`config.mk`:
```
export PLATFORM = sky130hd
export DESIGN_NAME = tnn_feature_loader
export DESIGN_NICKNAME = d
export VERILOG_FILES = /design/src/rtl/tnn_feature_loader.sv
export SDC_FILE = /design/constraint.sdc
export NUM_CORES = 1
export LEC_CHECK = 0
export BUFFER_PORTS_ARGS = -buffer_cell sky130_fd_sc_hd__buf_2
export CORE_MARGIN = 2
export CORE_UTILIZATION = 49
export CTS_CLUSTER_DIAMETER = 150
export CTS_CLUSTER_SIZE = 20
export DETAILED_ROUTE_END_ITERATION = 8
export PLACE_DENSITY = 0.83
export SKIP_LAST_GASP = 1
export SLEW_MARGIN = 10
export SYNTH_ARGS = -nofsm -noshare
export SYNTH_HDL_FRONTEND = slang
export SYNTH_SLANG_ARGS = --single-unit
```
`constraint.sdc`:
```
create_clock -name clk -period 1.65 [get_ports clk]
set_input_delay 0.2475 -clock clk [delete_from_list [all_inputs] [get_ports clk]]
set_output_delay 0.2475 -clock clk [all_outputs]
set_load 0.02 [all_outputs]
```
`src/rtl/tnn_feature_loader.sv`:
```
// Streaming front end for the 2-bit-input TNN classifiers. It quantizes raw samples against three
// thresholds, packs NFEAT of them per frame and flags framing errors. Define TNN_LOADER_CNT_EN to add frame_cnt.
module tnn_feature_loader #(
  parameter int unsigned RAW_W = 8,
  parameter int unsigned NFEAT = 9,
  parameter int unsigned T1    = 64,
  parameter int unsigned T2    = 128,
  parameter int unsigned T3    = 192
) (
  input  logic                 clk,
  input  logic                 rst,
  input  logic                 s_valid,
  output logic                 s_ready,
  input  logic [RAW_W-1:0]     s_data,
  input  logic                 s_last,
  output logic                 m_valid,
  input  logic                 m_ready,
  output logic [2*NFEAT-1:0]   m_features,
  output logic                 err
`ifdef TNN_LOADER_CNT_EN
  ,
  output logic [15:0]          frame_cnt
`endif
);

  localparam int unsigned IdxW = (NFEAT > 1) ? $clog2(NFEAT) : 1;
  localparam logic [IdxW-1:0]  LastIdx = IdxW'(NFEAT - 1);
  localparam logic [RAW_W-1:0] Thr1 = RAW_W'(T1);
  localparam logic [RAW_W-1:0] Thr2 = RAW_W'(T2);
  localparam logic [RAW_W-1:0] Thr3 = RAW_W'(T3);

  typedef enum logic [1:0] {StCollect, StHold, StDrain} state_e;

  state_e             state_q, state_d;
  logic [IdxW-1:0]    idx_q, idx_d;
  logic [2*NFEAT-1:0] shadow_q, shadow_d, shadow_wr;
  logic [2*NFEAT-1:0] feat_q, feat_d;
  logic               err_q, err_d;
  logic               beat;
  logic [1:0]         q;

  // Unsigned thresholds are ordered, so the highest one crossed wins.
  function automatic logic [1:0] quantize(input logic [RAW_W-1:0] x);
    logic [1:0] r;
    r = 2'd0;
    if (x >= Thr1) r = 2'd1;
    if (x >= Thr2) r = 2'd2;
    if (x >= Thr3) r = 2'd3;
    return r;
  endfunction

  assign beat = s_valid && s_ready;
  assign q    = quantize(s_data);

  always_comb begin
    shadow_wr = shadow_q;
    for (int k = 0; k < int'(NFEAT); k++) begin
      if (idx_q == IdxW'(k)) shadow_wr[2*k +: 2] = q;
    end
  end

  // State register.
  always_ff @(posedge clk or posedge rst) begin
    if (rst) begin
      state_q <= StCollect;
    end else begin
      state_q <= state_d;
    end
  end

  // Next-state and datapath updates.
  always_comb begin
    state_d  = state_q;
    idx_d    = idx_q;
    shadow_d = shadow_q;
    feat_d   = feat_q;
    err_d    = 1'b0;
    unique case (state_q)
      StCollect: begin
        if (beat) begin
          shadow_d = shadow_wr;
          if (idx_q == LastIdx) begin
            idx_d = '0;
            if (s_last) begin
              feat_d  = shadow_wr;
              state_d = StHold;
            end else begin
              err_d   = 1'b1;
              state_d = StDrain;
            end
          end else if (s_last) begin
            idx_d = '0;
            err_d = 1'b1;
          end else begin
            idx_d = idx_q + 1'b1;
          end
        end
      end
      StHold: begin
        if (m_ready) state_d = StCollect;
      end
      StDrain: begin
        if (beat && s_last) begin
          idx_d   = '0;
          state_d = StCollect;
        end
      end
      default: begin
        idx_d   = '0;
        state_d = StCollect;
      end
    endcase
  end

  // Outputs decode from the state register only, so s_ready never follows m_ready.
  always_comb begin
    s_ready = 1'b1;
    m_valid = 1'b0;
    unique case (state_q)
      StCollect: s_ready = 1'b1;
      StHold: begin
        s_ready = 1'b0;
        m_valid = 1'b1;
      end
      StDrain:   s_ready = 1'b1;
      default:   s_ready = 1'b1;
    endcase
  end

  always_ff @(posedge clk or posedge rst) begin
    if (rst) begin
      idx_q    <= '0;
      shadow_q <= '0;
      feat_q   <= '0;
      err_q    <= 1'b0;
    end else begin
      idx_q    <= idx_d;
      shadow_q <= shadow_d;
      feat_q   <= feat_d;
      err_q    <= err_d;
    end
  end

  assign m_features = feat_q;
  assign err        = err_q;

`ifdef TNN_LOADER_CNT_EN
  logic [15:0] cnt_q;

  always_ff @(posedge clk or posedge rst) begin
    if (rst) begin
      cnt_q <= '0;
    end else if (m_valid && m_ready) begin
      cnt_q <= cnt_q + 16'd1;
    end
  end

  assign frame_cnt = cnt_q;
`endif

endmodule

```
# Yosys cells after proc, flatten, opt, wreduce, memory -nomap -nowiden
# Cells that the tools add are included.
[word_totals] register_bits=43 latch_bits=0 ramBits=0 rom_bits=0 input_bits=13 out_inout_bits=21 word_cells=62 mem_count=0
[op_classes] n_addsub=1 n_mul=0 div=0 order_cmp=3 n_eq_ne=14 shifts=0 muxes=30 bitwise=1 reduce_logical=8
[ops] op="2-bit two-way mux" count=16
[ops] op="4-bit by 3-bit equality test with 1-bit output (second input constant)" count=4
[ops] op="8-bit >= comparator (second input constant)" count=2
[ops] op="4-bit two-way mux" count=4
[ops] op="4-bit case mux with 3 select lines" count=1
[ops] op="4-bit by 2-bit equality test with 1-bit output (second input constant)" count=2
[ops] op="8-bit by 7-bit >= comparator with 1-bit output (second input constant)" count=1
[ops] op="1-bit two-way mux" count=8
[ops] op="2-bit inequality test (second input constant)" count=4
[ops] op="4-bit AND reduction" count=2
[ops] op="2-bit case mux with 3 select lines" count=1
[ops] op="4-bit by 1-bit adder with 4-bit output (second input constant)" count=1
[ops] op="4-bit by 1-bit equality test with 1-bit output (second input constant)" count=1
[ops] op="4-bit equality test (second input constant)" count=1
[ops] op="4-bit logical NOT" count=1
[ops] op="3-bit AND reduction" count=1
[ops] op="2-bit by 1-bit equality test with 1-bit output (second input constant)" count=1
[ops] op="2-bit equality test (second input constant)" count=1
[ops] op="1-bit logical AND" count=2
[ops] op="2-bit logical NOT" count=1
[ops] op="2-bit AND reduction" count=1
[ops] op="1-bit NOT" count=1

# Logic depth before layout (Yosys ltp)
# Gate-level depths: netlist of the first run.
[logic_depth] depth_word=6 mapped_depth=8 ltp_nobuf=6

# Least setup slack after synthesis of the first run
# OpenSTA, ideal clock, no wires.
[synth_timing] path_type="flip-flop to flip-flop" start="register idx_q[0]" end="register idx_q[3]" setup_time_ns=0.101 t_arrival_ns=1.602 required_time_ns=1.549 slack_ns=-0.052 path_stages_with_launch=7 path_buffers=1 period_less_slack_ns=1.702 cell_sequence="dfrtp_1 inv_1 ha_1 and3b_1 buf_2 or3_4 o311ai_2"
[synth_between] elab_chain_cells=5 word_cells_on_any_way=6 cone_classes="1 x add/sub; 1 x eq/ne; 4 x mux"
[synth_lines] item="from (decl)" line="35" text="logic [IdxW-1:0] idx_q, idx_d;"
[synth_lines] item="from (signal assigned)" line="137" text="idx_q <= idx_d;"
[synth_lines] item="4-bit by 1-bit adder with 4-bit output" line="95" text="idx_d = idx_q + 1'b1;"
[synth_lines] item="4-bit two-way mux" line="91" text="end else if (s_last) begin"
[synth_lines] item="4-bit two-way mux (*)" line="82" text="if (idx_q == LastIdx) begin"
[synth_lines] item="4-bit two-way mux (*)" line="80" text="if (beat) begin"
[synth_lines] item="4-bit case mux with 3 select lines (*)" line="78" text="unique case (state_q)"
# Every way passes the cells marked *; elsewhere a longest branch is shown, timed or not. The select of a mux whose other input is x is not followed.
# A chain may end at the register's enable or synchronous reset.

# Final worst setup path of the first run
[layout_timing] start="register state_q[0]" end="register feat_q[16], in the netlist m_features[16]"
[layout_between] elab_chain_cells=4 word_cells_on_any_way=5 cone_classes="1 x eq/ne; 1 x mux; 3 x reduce/logical"
[layout_lines] item="from (decl)" line="34" text="state_e state_q, state_d;"
[layout_lines] item="from (signal assigned)" line="65" text="state_q <= StCollect;"
[layout_lines] item="from (signal assigned)" line="67" text="state_q <= state_d;"
[layout_lines] item="2-bit by 1-bit equality test with 1-bit output" line="119" text="unique case (state_q)"
[layout_lines] item="1-bit two-way mux" line="119"
[layout_lines] item="1-bit logical AND" line="52" text="assign beat = s_valid && s_ready;"
[layout_lines] item="4-bit AND reduction (no source line) (*)"
[layout_lines] item="to (signal assigned)" line="139" text="feat_q <= feat_d;"
[layout_lines] item="to (decl)" line="37" text="logic [2*NFEAT-1:0] feat_q, feat_d;"
# Every way passes the cells marked *; elsewhere a longest branch is shown, timed or not.

==> qor.csv, run 1 <==
stage;metric;value;unit
outcome;outcome;completed;
layout;diodes inserted;0;
critical_path;max incr delay on CP;0.44;ns
clock_tree;hold buffers post-CTS;0;
critical_path;Slowest-stage cell, CP;dfrtp_2;
synth;cells after synthesis;180;
timing;TNS Setup;0;ns
drt;vias per cell;5.052;
job;Max Cap Violations;0;
clock_tree;CTS tree;done;
drt;wire per inst;13.30;um
critical_path;R2R Path Start;state_q[0]$_DFFE_PP0P_;
drt;Initial DRC Count;88;
timing;Clock Skew;0.006803;ns
floorplanning;die width;65.37;um
critical_path;crit-path cells;buf_4 -> nor3b_2 -> nand3_2 -> buf_6 -> mux2_2;
critical_path;Crit Reg-Reg Endpoint;m_features[16]$_DFFE_PP0P_;
layout;layout cell share with drive strength beyond 1;28.31;%
drt;DRT Pass-1 Iters;6;
global_route;largest net degree at the start of global routing;42;
global_route;first-pass GRT wire length;5.940;mm
critical_path;FF-to-FF path depth;5;
critical_path;worst setup path class;reg2reg;
floorplanning;I/O pin cnt;34;
critical_path;CP Max Fanout;10;
global_route;total gr overflow;0;
pwr;Peak VDD IR;0.7792;mV
drt;DRT Wirelength;3.551;mm
placement;routability cong.;0.7870;
timing;Final Setup Violations;0;
layout;fillcell total;301;
synth;Synth Warn #;0;
clock_tree;CTS root buf;clkbuf_8;
drt;ANT nets after route;0;
timing;Max-slew headroom;65.84;%
timing;Slew Limit Fails;0;
timing;Slew @ Worst Pin;0.5123;ns
critical_path;r2r setup slk;0.06;ns
clock_tree;CTS Buffer Depth;2;
synth;Synth Net Count;197;
clock_tree;CTS Buf Count;5;
clock_tree;clk_lat worst skew;0.30;ns
critical_path;Top delay family on crit path;simple AND/OR/NAND/NOR gates;
clock_tree;H-tree levels;2;
synth;mapped cell area;1846;um2
clock_tree;CTS sink count;41;
pwr;leak pwr;1.104;nW
floorplanning;site row count;22;
drt;drc violations;0;
floorplanning;die area;4273;um2
global_route;vias in the first global route;1266;
timing;count of final hold-check violations;0;
clock_tree;clock slew at reported path FFs;0.08;ns
global_route;total track usage;18.71;%
critical_path;Required @ worst endpoint;1.84;ns
pwr;total power per unit cell area;1718;nW/um2
synth;syn_area_per_cell;10.25;um2
timing;Fmax achieved;628.9;MHz
floorplanning;initial core utilization;50.79;%
global_route;initial antenna violation count;0;
floorplanning;Placeable Area;3633;um2
drt;vias post-DR;1349;
critical_path;startpoint types;flop;
synth;sequential area share after synthesis;55.59;%
synth;ys flop type;dfrtp_1;
synth;synth unique cells;25;
layout;Multi-input gate area;778.2;um2
timing;Tcrit/Tclk final;96.37;%
critical_path;Worst setup EP type;flop;
critical_path;crit path DAT;1.78;ns
layout;utilization after layout;61.57;%
timing;post-layout minimum cycle time;1.590;ns
hold_path;hold crit path type;in2async;
synth;async set-reset flop share out of synthesis;100.0;%
floorplanning;Die Y-Extent;65.37;um
synth;FF+latch count, synth;41;
placement;Final HPWL DP;2.445;mm
layout;Nets;235;
pwr;Pwr Total;3.844;mW
synth;Post-synth EDFFs;0;
layout;area grow syn2layout;21.22;%
critical_path;Critical path buffers and inverters;2;
placement;port bufs;27;
layout;Reg area;1027;um2
how the worst max path moves through the flow:
| stage | slack [ns] | start | to | depth (start not counted) |
|---|---|---|---|---|
| finish | 0.06 | state_q[0]$_DFFE_PP0P_ | m_features[16]$_DFFE_PP0P_ | 5 |
| CTS | 0.02 | state_q[0]$_DFFE_PP0P_ | idx_q[3]$_DFFE_PP0P_ | 4 |
| global route | -0.05 | state_q[0]$_DFFE_PP0P_ | m_features[8]$_DFFE_PP0P_ | 6 |
| global placement | 0.09 | state_q[0]$_DFFE_PP0P_ | idx_q[3]$_DFFE_PP0P_ | 3 |
| detailed placement | 0.04 | state_q[0]$_DFFE_PP0P_ | idx_q[3]$_DFFE_PP0P_ | 4 |
| floorplan | 0.03 | idx_q[0]$_DFFE_PP0P_ | m_features[0]$_DFFE_PP0P_ | 8 |
final cells by class:
class | instances | share of cell area (%)
sequential | 41 | 45.92
timing repair buffer | 42 | 11.24
tap | 48 | 2.685
multi-input combinational | 123 | 34.79
clock inverter | 1 | 0.2237
clock buffer | 7 | 4.306
inverter | 5 | 0.8389
cells in the mapped netlist, drive strengths merged, types with 2 or more instances:
library cell,n,area (um2)
dfrtp,41,1026
or3,2,17.52
mux2i,16,160.2
nand2,24,90.09
nand3,4,20.02
ha,4,50.05
nor2,18,67.56
inv,5,18.77
a21oi,15,75.07
clkbuf,7,26.28
o21ai,20,100.1
buf,4,20.02
nor3b,5,37.54
nor2b,2,12.51
mux2,5,56.30
stage by stage:
stage	setup WS, ns	hold slack (ns)	instance area [um2]	instances
2_1_floorplan	0.02825	0.3386	1851	180
4_1_cts	0.02140	0.07746	2208	266
6_report	0.05983	0.05962	2237	267
3_5_place_dp	0.03722	0.4005	2107	258
3_3_place_gp	0.09075	0.3953	2107	258
5_1_grt	-0.04811	0.1399	2237	267
what timing repair did:
| item | in CTS | in global routing |
|---|---|---|
| endpoints found under the setup margin | 0 | 10 |
| setup buffers | 0 | 1 |
| gates resized for setup | 0 | 5 |
layout by cell type (no fill, tap or decap), types with 2 or more instances in the layout:
| master | n |
|---|---|
| ha_1 | 3 |
| o21ai_0 | 13 |
| mux2i_1 | 16 |
| clkbuf_8 | 7 |
| buf_4 | 14 |
| inv_1 | 5 |
| nand2_1 | 24 |
| nor3b_1 | 4 |
| mux2_2 | 5 |
| nor2b_1 | 2 |
| nand3_1 | 3 |
| dfrtp_1 | 40 |
| nor2_1 | 18 |
| o21ai_1 | 7 |
| buf_2 | 27 |
| a21oi_1 | 15 |
where the power goes:
part,switching [mW],internal [mW],total [mW]
combinational,0.846,0.675,1.52
clock,0.341,0.378,0.719
sequential,0.221,1.38,1.60
sequential cells by signal (all words and copies together), names as in the netlist:
name	count
shadow_q	16
m_features	18
idx_q	4
state_q	2
err	1
logic make-up after synthesis:
family                   after synthesis  synth area share [%]
AND/OR/NAND/NOR                       59                 14.71
buffers and inverters                 16                 3.526
adder cells (fa/ha/maj)                4                 2.712
XOR/XNOR                               1                0.4747
AO/OA/AOI/OAI                         38                 11.25
multiplexers                          21                 11.73
flip-flops                            41                 55.59
metal layers:
layer	vias up	track usage, %	share of wire (%)
li1	684	-	-
met1	632	22.70	46
met2	26	30.99	48
met4	0	7.813	1.9
met3	7	5.651	3.7
met5	-	0	0
worst register-to-register path: cells and delay by family (launching register included):
kind | cells | cell delay, ns
AND/OR/NAND/NOR | 2 | 0.47
flip-flops | 1 | 0.44
buffers and inverters | 2 | 0.31
multiplexers | 1 | 0.26
Power figures use the tool's default switching activity.
==> run 2: changes to the inputs <==
CORE_UTILIZATION = 58   (was 49)
PLACE_DENSITY = 0.92   (was 0.83)
clock period = 1.93 ns   (was 1.65 ns; I/O delays follow)
==> qor.csv, run 2 (synthesis results as in run 1) <==
stage;metric;value;unit;change
drt;vias post-DR;1383;;was 1,349
clock_tree;clk_lat worst skew;0.36;ns;was 0.30 ns
clock_tree;CTS root buf;clkbuf_4;;was clkbuf_8
timing;Clock Skew;0.008303;ns;was 0.006803 ns
global_route;initial antenna violation count;0;;unchanged
layout;Nets;230;;was 235
timing;Slew @ Worst Pin;0.4985;ns;was 0.5123 ns
timing;RSZ-0062 raised after global routing;false;;
clock_tree;H-tree levels;2;;unchanged
clock_tree;CTS Buffer Depth;2;;unchanged
layout;commonest cells after routing, fill and taps aside;dfrtp_1 (41), buf_2 (27), nand2_1 (24);;was dfrtp_1 (40), buf_2 (27), nand2_1 (24)
global_route;gr busiest metal;met2;;unchanged
timing;Fmax achieved;542.7;MHz;was 628.9 MHz
drt;vias per cell;5.360;;was 5.052
critical_path;CP Max Fanout;6;;was 10
global_route;total track usage;22.02;%;was 18.71%
global_route;GRT met1 Usage;25.79;%;was 22.70%
global_route;met2 usage;36.80;%;was 30.99%
critical_path;worst setup path class;reg2reg;;unchanged
layout;utilization after layout;70.33;%;was 61.57%
critical_path;crit path DAT;2.11;ns;was 1.78 ns
critical_path;Worst setup EP type;flop;;unchanged
floorplanning;Placeable Area;3028;um2;was 3633 um2
layout;area grow syn2layout;15.39;%;was 21.22%
floorplanning;Die Y-Extent;60.41;um;was 65.37 um
timing;Tcrit/Tclk final;95.47;%;was 96.37%
floorplanning;site row count;20;;was 22
floorplanning;I/O pin cnt;34;;unchanged
pwr;total power per unit cell area;1437;nW/um2;was 1718 nW/um2
drt;ANT nets after route;0;;unchanged
layout;diodes inserted;0;;unchanged
outcome;outcome;completed;;unchanged
clock_tree;hold buffers post-CTS;0;;unchanged
drt;drc violations;0;;unchanged
floorplanning;die width;60.41;um;was 65.37 um
placement;Final HPWL DP;2.442;mm;was 2.445 mm
timing;Slew Limit Fails;0;;unchanged
drt;DRT Pass-1 Iters;4;;was 6
global_route;largest net degree at the start of global routing;42;;unchanged
clock_tree;clock slew at reported path FFs;0.12;ns;was 0.08 ns
layout;max reg flops;18;;unchanged
timing;count of final hold-check violations;0;;unchanged
global_route;vias in the first global route;1333;;was 1,266
placement;routability cong.;0.7936;;was 0.7870
floorplanning;die area;3649;um2;was 4273 um2
clock_tree;CTS sink count;41;;unchanged
clock_tree;CTS Buf Count;5;;unchanged
timing;Max-slew headroom;66.77;%;was 65.84%
layout;layout cell share with drive strength beyond 1;25.23;%;was 28.31%
job;Max Cap Violations;0;;unchanged
pwr;leak pwr;1.055;nW;was 1.104 nW
layout;fillcell total;217;;was 301
critical_path;startpoint types;flop;;unchanged
drt;wire per inst;13.74;um;was 13.30 um
floorplanning;initial core utilization;60.95;%;was 50.79%
pwr;Peak VDD IR;0.8785;mV;was 0.7792 mV
timing;TNS Setup;0;ns;unchanged
global_route;met3 Use GR;6.823;%;was 5.651%
timing;post-layout minimum cycle time;1.843;ns;was 1.590 ns
placement;port bufs;27;;unchanged
drt;DRT Wirelength;3.545;mm;was 3.551 mm
clock_tree;CTS tree;done;;unchanged
timing;Final Setup Violations;0;;unchanged
global_route;total gr overflow;0;;unchanged
hold_path;hold crit path type;in2async;;unchanged
drt;Initial DRC Count;21;;was 88
critical_path;Required @ worst endpoint;2.20;ns;was 1.84 ns
global_route;first-pass GRT wire length;5.740;mm;was 5.940 mm
critical_path;FF-to-FF path depth;6;;was 5
layout;commonest non-fill, non-tap cell in the layout;dfrtp_1;;unchanged
## run 2: area by class of cell
class	count	area (um2)	area share, %
clock buffer	5	37.54	1.763
inverter	5	18.77	0.8813
sequential	41	1026	48.18
timing repair buffer	37	210.2	9.871
tap	44	55.05	2.585
clock inverter	3	17.52	0.8226
multi-input combinational	123	764.5	35.90
## run 2: where the power goes
part | total, mW | switching [mW] | internal (mW)
clock network | 0.418 | 0.281 | 0.137
logic | 1.28 | 0.744 | 0.534
registers | 1.36 | 0.183 | 1.18
## run 2: worst max-delay path: stages (launching register included)
cell	delay, ns
dfrtp_1	0.44
inv_1	0.08
ha_1	0.22
and3b_1	0.20
buf_4	0.16
or3_4	0.41
o311ai_2	0.25
## run 2: final timing paths
path,slack [ns],to,startpoint
hold reg to reg,0.48,m_features[6]$_DFFE_PP0P_,m_features[6]$_DFFE_PP0P_
setup reg to reg,0.09,idx_q[3]$_DFFE_PP0P_,idx_q[1]$_DFFE_PP0P_
max in group asynchronous,1.56,m_features[10]$_DFFE_PP0P_,rst
min in group clk,0.15,state_q[1]$_DFFE_PP0P_,s_valid
setup / recovery,0.09,idx_q[3]$_DFFE_PP0P_,idx_q[1]$_DFFE_PP0P_
hold / removal,0.02,m_features[4]$_DFFE_PP0P_,rst
## run 2: stage by stage
stage	cells	setup slack (ns)	power, mW	area (um2)	hold WS (ns)
floorplan	180	0.2275	2.230	1846	0.3806
global placement	249	0.1200	2.549	2062	0.4354
detailed placement	249	0.02393	2.638	2062	0.4345
CTS	257	0.08089	3.052	2122	0.03938
global route	258	0.006573	3.280	2130	0.06267
finish	258	0.08739	3.059	2130	0.01867
## run 2: routing by layer
| metal | vias to the layer above | routed length (um) | part of all wire (%) |
|---|---|---|---|
| met1 | 665 | 1529 | 43 |
| met3 | 11 | 116 | 3.3 |
| met2 | 30 | 1816 | 51 |
| li1 | 677 | - | - |
| met4 | 0 | 82 | 2.3 |
| met5 | - | 0 | 0 |
## run 2: timing repair
| item | 4_1_cts | 5_1_grt |
|---|---|---|
| setup endpoints to repair | 1 | 1 |
| resized for setup | 1 | 0 |
| hold endpoints to repair | 0 | 0 |
| buffers inserted | 0 | 1 |
==> run 3: changes to the inputs <==
CAP_MARGIN = 15   (was unset)
clock period = 2.3 ns   (was 1.93 ns; I/O delays follow)
==> qor.csv, run 3 (synthesis results as in run 1) <==
stage;metric;value;unit;change
layout;fillcell total;224;;was 217
pwr;sw frac;38.65;%;was 39.49%
layout;area grow syn2layout;13.08;%;was 15.39%
layout;Reg area;1026;um2;unchanged
floorplanning;site row count;20;;unchanged
global_route;first-pass GRT wire length;5.671;mm;was 5.740 mm
clock_tree;CTS sink count;41;;unchanged
timing;Max-slew headroom;66.53;%;was 66.77%
layout;Multi-input gate area;759.5;um2;was 764.5 um2
drt;ANT nets after route;0;;unchanged
pwr;leak pwr;1.029;nW;was 1.055 nW
clock_tree;CTS Buffer Depth;2;;unchanged
floorplanning;die area;3649;um2;unchanged
drt;vias per cell;5.496;;was 5.360
global_route;total track usage;21.32;%;was 22.02%
layout;max reg flops;18;;unchanged
drt;vias post-DR;1385;;was 1,383
global_route;initial antenna violation count;0;;unchanged
critical_path;worst setup path class;reg2reg;;unchanged
pwr;total power per unit cell area;1197;nW/um2;was 1437 nW/um2
drt;wire per inst;13.54;um;was 13.74 um
timing;RSZ-0062 raised after global routing;false;;unchanged
global_route;vias in the first global route;1287;;was 1,333
drt;DRT Pass-1 Iters;4;;unchanged
outcome;outcome;completed;;unchanged
clock_tree;CTS Buf Count;5;;unchanged
clock_tree;post-CTS sizing;0;;was 1
pwr;power share of the clock group;14.4;%;was 13.7%
clock_tree;CTS tree;done;;unchanged
pwr;P_int;1.532;mW;was 1.851 mW
layout;diodes inserted;0;;unchanged
critical_path;Required @ worst endpoint;2.53;ns;was 2.20 ns
placement;routability cong.;0.8214;;was 0.7936
clock_tree;clk_lat worst skew;0.34;ns;was 0.36 ns
critical_path;crit path DAT;2.15;ns;was 2.11 ns
drt;DRT Wirelength;3.413;mm;was 3.545 mm
timing;count of final hold-check violations;0;;unchanged
pwr;Psw;0.9655;mW;was 1.208 mW
floorplanning;die width;60.41;um;unchanged
clock_tree;clock slew at reported path FFs;0.12;ns;about the same
floorplanning;Die Y-Extent;60.41;um;unchanged
timing;Slew @ Worst Pin;0.5009;ns;was 0.4985 ns
layout;layout cell share with drive strength beyond 1;22.12;%;was 25.23%
pwr;Gate power share;38.9;%;was 41.8%
layout;Nets;225;;was 230
clock_tree;H-tree levels;2;;unchanged
floorplanning;Placeable Area;3028;um2;unchanged
critical_path;CP Max Fanout;18;;was 6
pwr;Pwr Total;2.498;mW;was 3.059 mW
critical_path;Worst setup EP type;flop;;unchanged
placement;port bufs;27;;unchanged
timing;Final Setup Violations;0;;unchanged
timing;TNS Setup;0;ns;unchanged
timing;Fmax achieved;520.0;MHz;was 542.7 MHz
pwr;sequential share of power;46.7;%;was 44.6%
placement;Final HPWL DP;2.443;mm;was 2.442 mm
hold_path;hold crit path type;in2async;;unchanged
timing;Slew Limit Fails;0;;unchanged
drt;drc violations;0;;unchanged
clock_tree;hold buffers post-CTS;0;;unchanged
layout;commonest cells after routing, fill and taps aside;dfrtp_1 (41), buf_2 (27), nand2_1 (24);;unchanged
floorplanning;I/O pin cnt;34;;unchanged
timing;worst-case hold slack;0.1039;ns;was 0.01867 ns
global_route;largest net degree at the start of global routing;42;;unchanged
clock_tree;postcts setup bufs;0;;unchanged
floorplanning;initial core utilization;60.95;%;unchanged
pwr;Peak VDD IR;0.6358;mV;was 0.8785 mV
timing;Tcrit/Tclk final;83.61;%;was 95.47%
critical_path;startpoint types;flop;;unchanged
timing;Clock Skew;0.01291;ns;was 0.008303 ns
clock_tree;CTS root buf;clkbuf_4;;unchanged
job;Max Cap Violations;0;;unchanged
drt;Initial DRC Count;66;;was 21
global_route;total gr overflow;0;;unchanged
layout;commonest non-fill, non-tap cell in the layout;dfrtp_1;;unchanged
timing;post-layout minimum cycle time;1.923;ns;was 1.843 ns
run 3: critical path, stage by stage (launching register included):
cell and delay [ns]:
dfrtp_1 0.48, inv_1 0.09, ha_1 0.23, and3b_1 0.27
nand3_1 0.16, buf_4 0.22, mux2_2 0.35
run 3: stage by stage:
step,area (um2),worst slack [ns],util (%),instances
after floorplan,1846,0.5975,-,180
after global placement,2032,0.5293,67.11,245
after detailed placement,2032,0.4179,67.11,245
after CTS,2087,0.3940,68.93,252
after global routing,2087,0.2816,68.93,252
final,2087,0.3770,68.93,252
run 3: power by group through the flow:
stage          clock, mW  sequential, mW  combinational, mW
6_report           0.360            1.17              0.972
5_1_grt            0.392            1.20               1.09
4_1_cts            0.362            1.17              0.978
3_5_place_dp           0            1.18              0.974
3_3_place_gp           0            1.16              0.933
2_1_floorplan          0            1.28              0.587
run 3: per-layer routing:
layer	vias up	share of wire, %	track usage (%)
met5	-	0	0
met4	0	2.6	9.627
met3	11	4.9	5.970
met2	42	50	33.39
met1	665	42	28.06
li1	667	-	-
run 3: path summary, 6_finish.rpt:
| kind | slack [ns] | cells past startpoint | end | start |
|---|---|---|---|---|
| hold / removal | 0.10 | 3 | idx_q[0]$_DFFE_PP0P_ | rst |
| setup / recovery | 0.38 | 6 | m_features[17]$_DFFE_PP0P_ | idx_q[0]$_DFFE_PP0P_ |
| min in group clk | 0.23 | 2 | state_q[1]$_DFFE_PP0P_ | s_valid |
| setup reg to reg | 0.38 | 6 | m_features[17]$_DFFE_PP0P_ | idx_q[0]$_DFFE_PP0P_ |
| hold reg to reg | 0.48 | 2 | m_features[6]$_DFFE_PP0P_ | m_features[6]$_DFFE_PP0P_ |
| max in group asynchronous | 1.85 | 3 | m_features[8]$_DFFE_PP0P_ | rst |
run 3: layout make-up:
type,count,share of cell area [%]
sequential,41,49.16
multi-input combinational,123,36.39
timing repair buffer,32,8.273
clock buffer,7,2.638
tap,44,2.638
inverter,5,0.8993
